`src/rtl/gf180mcu_fd_sc_mcu9t5v0__oai21_bist.sv`:
```
//------------------------------------------------------------------------------
// Module   : gf180mcu_fd_sc_mcu9t5v0__oai21_bist
// Purpose  : Gray-order self-test sequencer for one OAI21 cell (ZN = !((A1|A2)&B))
// Revision : 1.0
//------------------------------------------------------------------------------
`default_nettype none

module gf180mcu_fd_sc_mcu9t5v0__oai21_bist #(
    parameter int PASSES     = 4,
    parameter int SETTLE_CYC = 1,
    parameter int CNT_W      = 8
) (
    input  logic             CLK,
    input  logic             RN,
    input  logic             START,
    input  logic             ZN_OBS,
    output logic             A1,
    output logic             A2,
    output logic             B,
    output logic             BUSY,
    output logic             DONE,
    output logic             PASS,
    output logic [CNT_W-1:0] ERR_CNT,
    output logic             FAIL_VLD,
    output logic [2:0]       FAIL_VEC
);

    localparam int PASS_W = $clog2(PASSES + 1);
    localparam int SET_W  = $clog2(SETTLE_CYC + 1);

    typedef enum logic [1:0] {
        IDLE   = 2'd0,
        SETTLE = 2'd1,
        SAMPLE = 2'd2,
        FINISH = 2'd3
    } state_t;

    state_t            state;
    state_t            state_nxt;
    logic [2:0]        vec_idx;
    logic [PASS_W-1:0] pass_cnt;
    logic [SET_W-1:0]  settle_cnt;
    logic              start_run;
    logic              do_sample;
    logic              last_vec;
    logic              mismatch;
    logic [2:0]        cur_vec;

    // Binary-reflected Gray code gives the single-toggle vector order.
    function automatic logic [2:0] gray_of(input logic [2:0] idx);
        return idx ^ (idx >> 1);
    endfunction

    function automatic logic oai21(input logic [2:0] v);
        return ~((v[2] | v[1]) & v[0]);
    endfunction

    assign cur_vec  = {A1, A2, B};
    assign mismatch = (ZN_OBS != oai21(cur_vec));

    always_ff @(posedge CLK or negedge RN) begin
        if (!RN) begin
            state <= IDLE;
        end else begin
            state <= state_nxt;
        end
    end

    always_comb begin
        state_nxt = state;
        start_run = 1'b0;
        do_sample = 1'b0;
        last_vec  = (vec_idx == 3'd7) && (pass_cnt == PASS_W'(PASSES - 1));
        case (state)
            IDLE, FINISH: begin
                if (START) begin
                    state_nxt = SETTLE;
                    start_run = 1'b1;
                end
            end
            SETTLE: begin
                if (settle_cnt == SET_W'(SETTLE_CYC - 1)) begin
                    state_nxt = SAMPLE;
                end
            end
            SAMPLE: begin
                do_sample = 1'b1;
                state_nxt = last_vec ? FINISH : SETTLE;
            end
            default: state_nxt = IDLE;
        endcase
    end

    always_ff @(posedge CLK or negedge RN) begin
        if (!RN) begin
            vec_idx    <= 3'd0;
            pass_cnt   <= '0;
            settle_cnt <= '0;
            A1         <= 1'b0;
            A2         <= 1'b0;
            B          <= 1'b0;
            BUSY       <= 1'b0;
            DONE       <= 1'b0;
            PASS       <= 1'b0;
            ERR_CNT    <= '0;
            FAIL_VLD   <= 1'b0;
            FAIL_VEC   <= 3'b000;
        end else begin
            if (start_run) begin
                vec_idx      <= 3'd0;
                pass_cnt     <= '0;
                settle_cnt   <= '0;
                {A1, A2, B}  <= 3'b000;
                BUSY         <= 1'b1;
                DONE         <= 1'b0;
                PASS         <= 1'b0;
                ERR_CNT      <= '0;
                FAIL_VLD     <= 1'b0;
                FAIL_VEC     <= 3'b000;
            end
            if (state == SETTLE) begin
                settle_cnt <= settle_cnt + SET_W'(1);
            end
            if (do_sample) begin
                if (mismatch) begin
                    if (ERR_CNT != {CNT_W{1'b1}}) begin
                        ERR_CNT <= ERR_CNT + CNT_W'(1);
                    end
                    if (!FAIL_VLD) begin
                        FAIL_VLD <= 1'b1;
                        FAIL_VEC <= cur_vec;
                    end
                end
                vec_idx    <= vec_idx + 3'd1;
                settle_cnt <= '0;
                if (vec_idx == 3'd7) begin
                    pass_cnt <= pass_cnt + PASS_W'(1);
                end
                if (last_vec) begin
                    {A1, A2, B} <= 3'b000;
                    BUSY        <= 1'b0;
                    DONE        <= 1'b1;
                    // PASS must reflect the mismatch being recorded on this same edge.
                    PASS        <= (ERR_CNT == '0) && !mismatch;
                end else begin
                    {A1, A2, B} <= gray_of(vec_idx + 3'd1);
                end
            end
        end
    end

endmodule

`default_nettype wire

```
`config.mk`:
```
export PLATFORM = sky130hd
export DESIGN_NAME = gf180mcu_fd_sc_mcu9t5v0__oai21_bist
export DESIGN_NICKNAME = d
export VERILOG_FILES = /design/src/rtl/gf180mcu_fd_sc_mcu9t5v0__oai21_bist.sv
export SDC_FILE = /design/constraint.sdc
export NUM_CORES = 1
export LEC_CHECK = 0
export CORE_MARGIN = 2
export CORE_UTILIZATION = 38
export CTS_BUF_LIST = sky130_fd_sc_hd__clkbuf_8
export CTS_CLUSTER_DIAMETER = 30
export CTS_CLUSTER_SIZE = 16
export DETAILED_ROUTE_END_ITERATION = 8
export SLEW_MARGIN = 20
export SYNTH_ARGS = -nofsm -noshare
export SYNTH_HDL_FRONTEND = slang
export SYNTH_SLANG_ARGS = --single-unit
```
`constraint.sdc`:
```
create_clock -name CLK -period 1.7 [get_ports CLK]
set_clock_uncertainty 0.2 [all_clocks]
set_input_delay 0.17 -clock CLK [delete_from_list [all_inputs] [get_ports CLK]]
set_output_delay 0.17 -clock CLK [all_outputs]
set_load 0.02 [all_outputs]
```
==> results.tsv <==
metric	value	unit
CTS HTree Levels	1	
Final Hold Viols	0	
# clock sinks	27	
r2r startpoint	state[1]$_DFFE_PN0P_	
r2r endpoint	ERR_CNT[7]$_DFF_PN0_	
Antenna diodes	0	
measured slew at the worst slew-check pin	348	ps
crit path kind	flip-flop to flip-flop	
final WL	3180	µm
DP HPWL	2390	µm
total grt overflow	0	
Row Count	22	
Avg Inst Size Synth	10.2	µm²
Post-Layout Cell Count	234	
Initial Util	0.393	
initial drt markers	66	
critical path capture point type	flip-flop	
register area share after synthesis	0.473	
CP Data Required Time	1670	ps
Die X	65.3	µm
routed len/inst	13.6	µm
failing checks	setup timing	
Rel. slew slack	0.768	
startpoint types	flip-flop	
Pwr Density	857	nW/µm²
CP max FO	6	
first-pass GRT wire length	5370	µm
number of global-route vias before repair	1175	
crit path from	state[1]$_DFFE_PN0P_	
r2r setup slk	-5	ps
Mapped Nets	152	
Routed Antenna Nets	0	
Nets	199	
R2R cell count	5	
worst setup margin	-5.33	ps
routability cong.	0.843	
DIE AREA	4260	µm²
cts hold-fix bufs	0	
CTS Buffer Depth	2	
I/O Buffers	21	
RSZ-0062 raised after global routing	yes	
clock transition at the registers of the reported paths	100	ps
Root Driver	clkbuf_8	
drc violations	0	
P_leak	0.849	nW
layout cells sized above 1	0.253	
maxcap violations	0	
DP Cell Count	228	
CORE AREA	3630	µm²
Yosys reg bits	27	
mapped cell area	1430	µm²
WP data arrival	1680	ps
count of boundary I/O pins	22	
Max Clk Rate	586	MHz
Setup-failing EPs final	2	
cell count after synthesis	140	
worst-skew pair later-pin latency	280	ps
number of synthesis warnings	0	
Max IR drop VDD	390	µV
TritonRoute pass-1 iters	4	
Max Transition Viols Final	0	
GRT Total Usage	0.163	
cts bufs inserted	3	
vias per inst	5.14	
Die Ht	65.3	µm
fin crit share	1.00	
synth unique cells	37	
Hold Crit Class	input pin to asynchronous set/reset pin	
layout overhead on the synthesized area	38.8	%
Via Count	1203	
status	finished with violations	
largest net degree at the start of global routing	28	
initial antenna violation count	0	
fin crit period	1710	ps
DP Worst Slack	-91.3	ps
CTS tree	built	
## power by group
| group | internal, W | leakage [nW] | switching (W) |
|---|---|---|---|
| clock network | 0.000167 | 0.0217 | 0.000213 |
| registers | 0.000722 | 0.319 | 0.0000888 |
| logic | 0.000239 | 0.509 | 0.000269 |
## synthesized netlist by cell type, drive strengths merged
master	count	share of area
dfrtp	27	0.47
and2	2	0.0088
mux2i	5	0.044
a31oi	1	0.0044
o221ai	1	0.0061
ha	8	0.070
nand2b	1	0.0044
nor2	4	0.011
o21a	3	0.021
and3	3	0.013
o31ai	2	0.011
xor2	2	0.012
nor3	3	0.011
nand3b	4	0.021
inv	8	0.021
o21ai	13	0.048
clkbuf	1	0.0026
xnor2	4	0.025
a22o	3	0.019
o211ai	1	0.0053
nor2b	2	0.0088
mux2	1	0.011
a32o	1	0.0070
nand4	3	0.013
a21boi	2	0.011
a221o	1	0.0070
nand3	12	0.042
o22ai	1	0.0044
a21o	1	0.0053
o32ai	1	0.0061
buf	2	0.0070
a21oi	3	0.011
nand2	14	0.037
## critical path: stages (launching register included)
cell and delay, ps:
dfrtp_1 430, ha_4 190, and2_4 160, mux2_4 300, mux2i_1 120, a32o_1 200
## final cells by class
class / instances / area [µm²]
clock buffer: 3 / 41.3
clock inverter: 1 / 7.51
fill: 335 / 1650
inverter: 8 / 30.0
multi-input combinational: 102 / 774
sequential: 27 / 679
tap: 48 / 60.1
timing repair buffer: 45 / 389
## layer usage
metal,vias to the layer above,part of all wire,track usage
met5,-,0,0
met4,0,0.013,0.0469
met3,6,0.034,0.0308
met2,18,0.52,0.293
met1,581,0.44,0.196
li1,598,-,-
## repair_timing
item	CTS	global route
pin swaps	0	5
setup buffers	1	1
resized for setup	12	14
endpoints found under the setup margin	22	16
## stage by stage
step / hold WS (ps) / cell area [µm²] / util / total power, W / TNS, ps
finish: 57.8 / 1980 / 0.545 / 0.00170 / -9.19
floorplan: -326 / 1460 / - / 0.00109 / -29.5
global route: 86.9 / 1980 / 0.545 / 0.00180 / -343
detailed placement: 287 / 1880 / 0.518 / 0.00135 / -593
global placement: 260 / 1880 / 0.518 / 0.00135 / -14.1
CTS: 77.6 / 1940 / 0.533 / 0.00170 / -11.6
## sequential cells by signal, summed over array words and instances (netlist names)
register and cells:
A1 1, A2 1, B 1, BUSY 1, DONE 1, ERR_CNT 8, FAIL_VEC 3, FAIL_VLD 1
PASS 1, pass_cnt 3, settle_cnt 1, state 2, vec_idx 3
## logic make-up (layout without fill, tap and decap cells)
| family | after synthesis | after routing | synth area share |
|---|---|---|---|
| fa+ha+maj | 8 | 8 | 0.0701 |
| xor+xnor | 6 | 6 | 0.0368 |
| buf+inv | 11 | 57 | 0.0307 |
| mux | 6 | 6 | 0.0543 |
| flops | 27 | 27 | 0.473 |
| simple gates | 48 | 48 | 0.169 |
| compound gates | 34 | 34 | 0.166 |
## layout by cell type, fill, tap and decap left out, types with 2 or more instances in the layout
cell,synthesis,routed
nand3_1,12,11
nand4_1,3,3
buf_4,0,22
mux2i_1,4,4
nor3_1,3,3
ha_4,0,2
o31ai_1,2,2
o21ai_1,0,3
dlygate4sd2_1,0,9
buf_6,0,2
o21a_1,2,2
clkbuf_8,0,3
ha_1,8,6
inv_1,8,7
o21ai_0,12,9
a22o_1,2,2
nor2_1,4,4
and3_1,3,2
dfrtp_2,0,3
clkdlybuf4s50_1,0,11
xor2_1,2,2
nand2_1,14,14
dfrtp_1,27,24
xnor2_1,4,4
a21oi_1,3,2
nand3b_1,4,4
## worst max-delay path by stage
stage / to / slack, ps / depth (start not counted)
after detailed placement: ERR_CNT[7]$_DFF_PN0_ / -90 / 6
after global routing: ERR_CNT[4]$_DFF_PN0_ / -80 / 5
after global placement: ERR_CNT[7]$_DFF_PN0_ / -10 / 5
after CTS: ERR_CNT[7]$_DFF_PN0_ / -10 / 6
after floorplan: ERR_CNT[5]$_DFF_PN0_ / -30 / 6
final: ERR_CNT[7]$_DFF_PN0_ / -5 / 5
No activity file was read; power rests on OpenSTA's default activity.
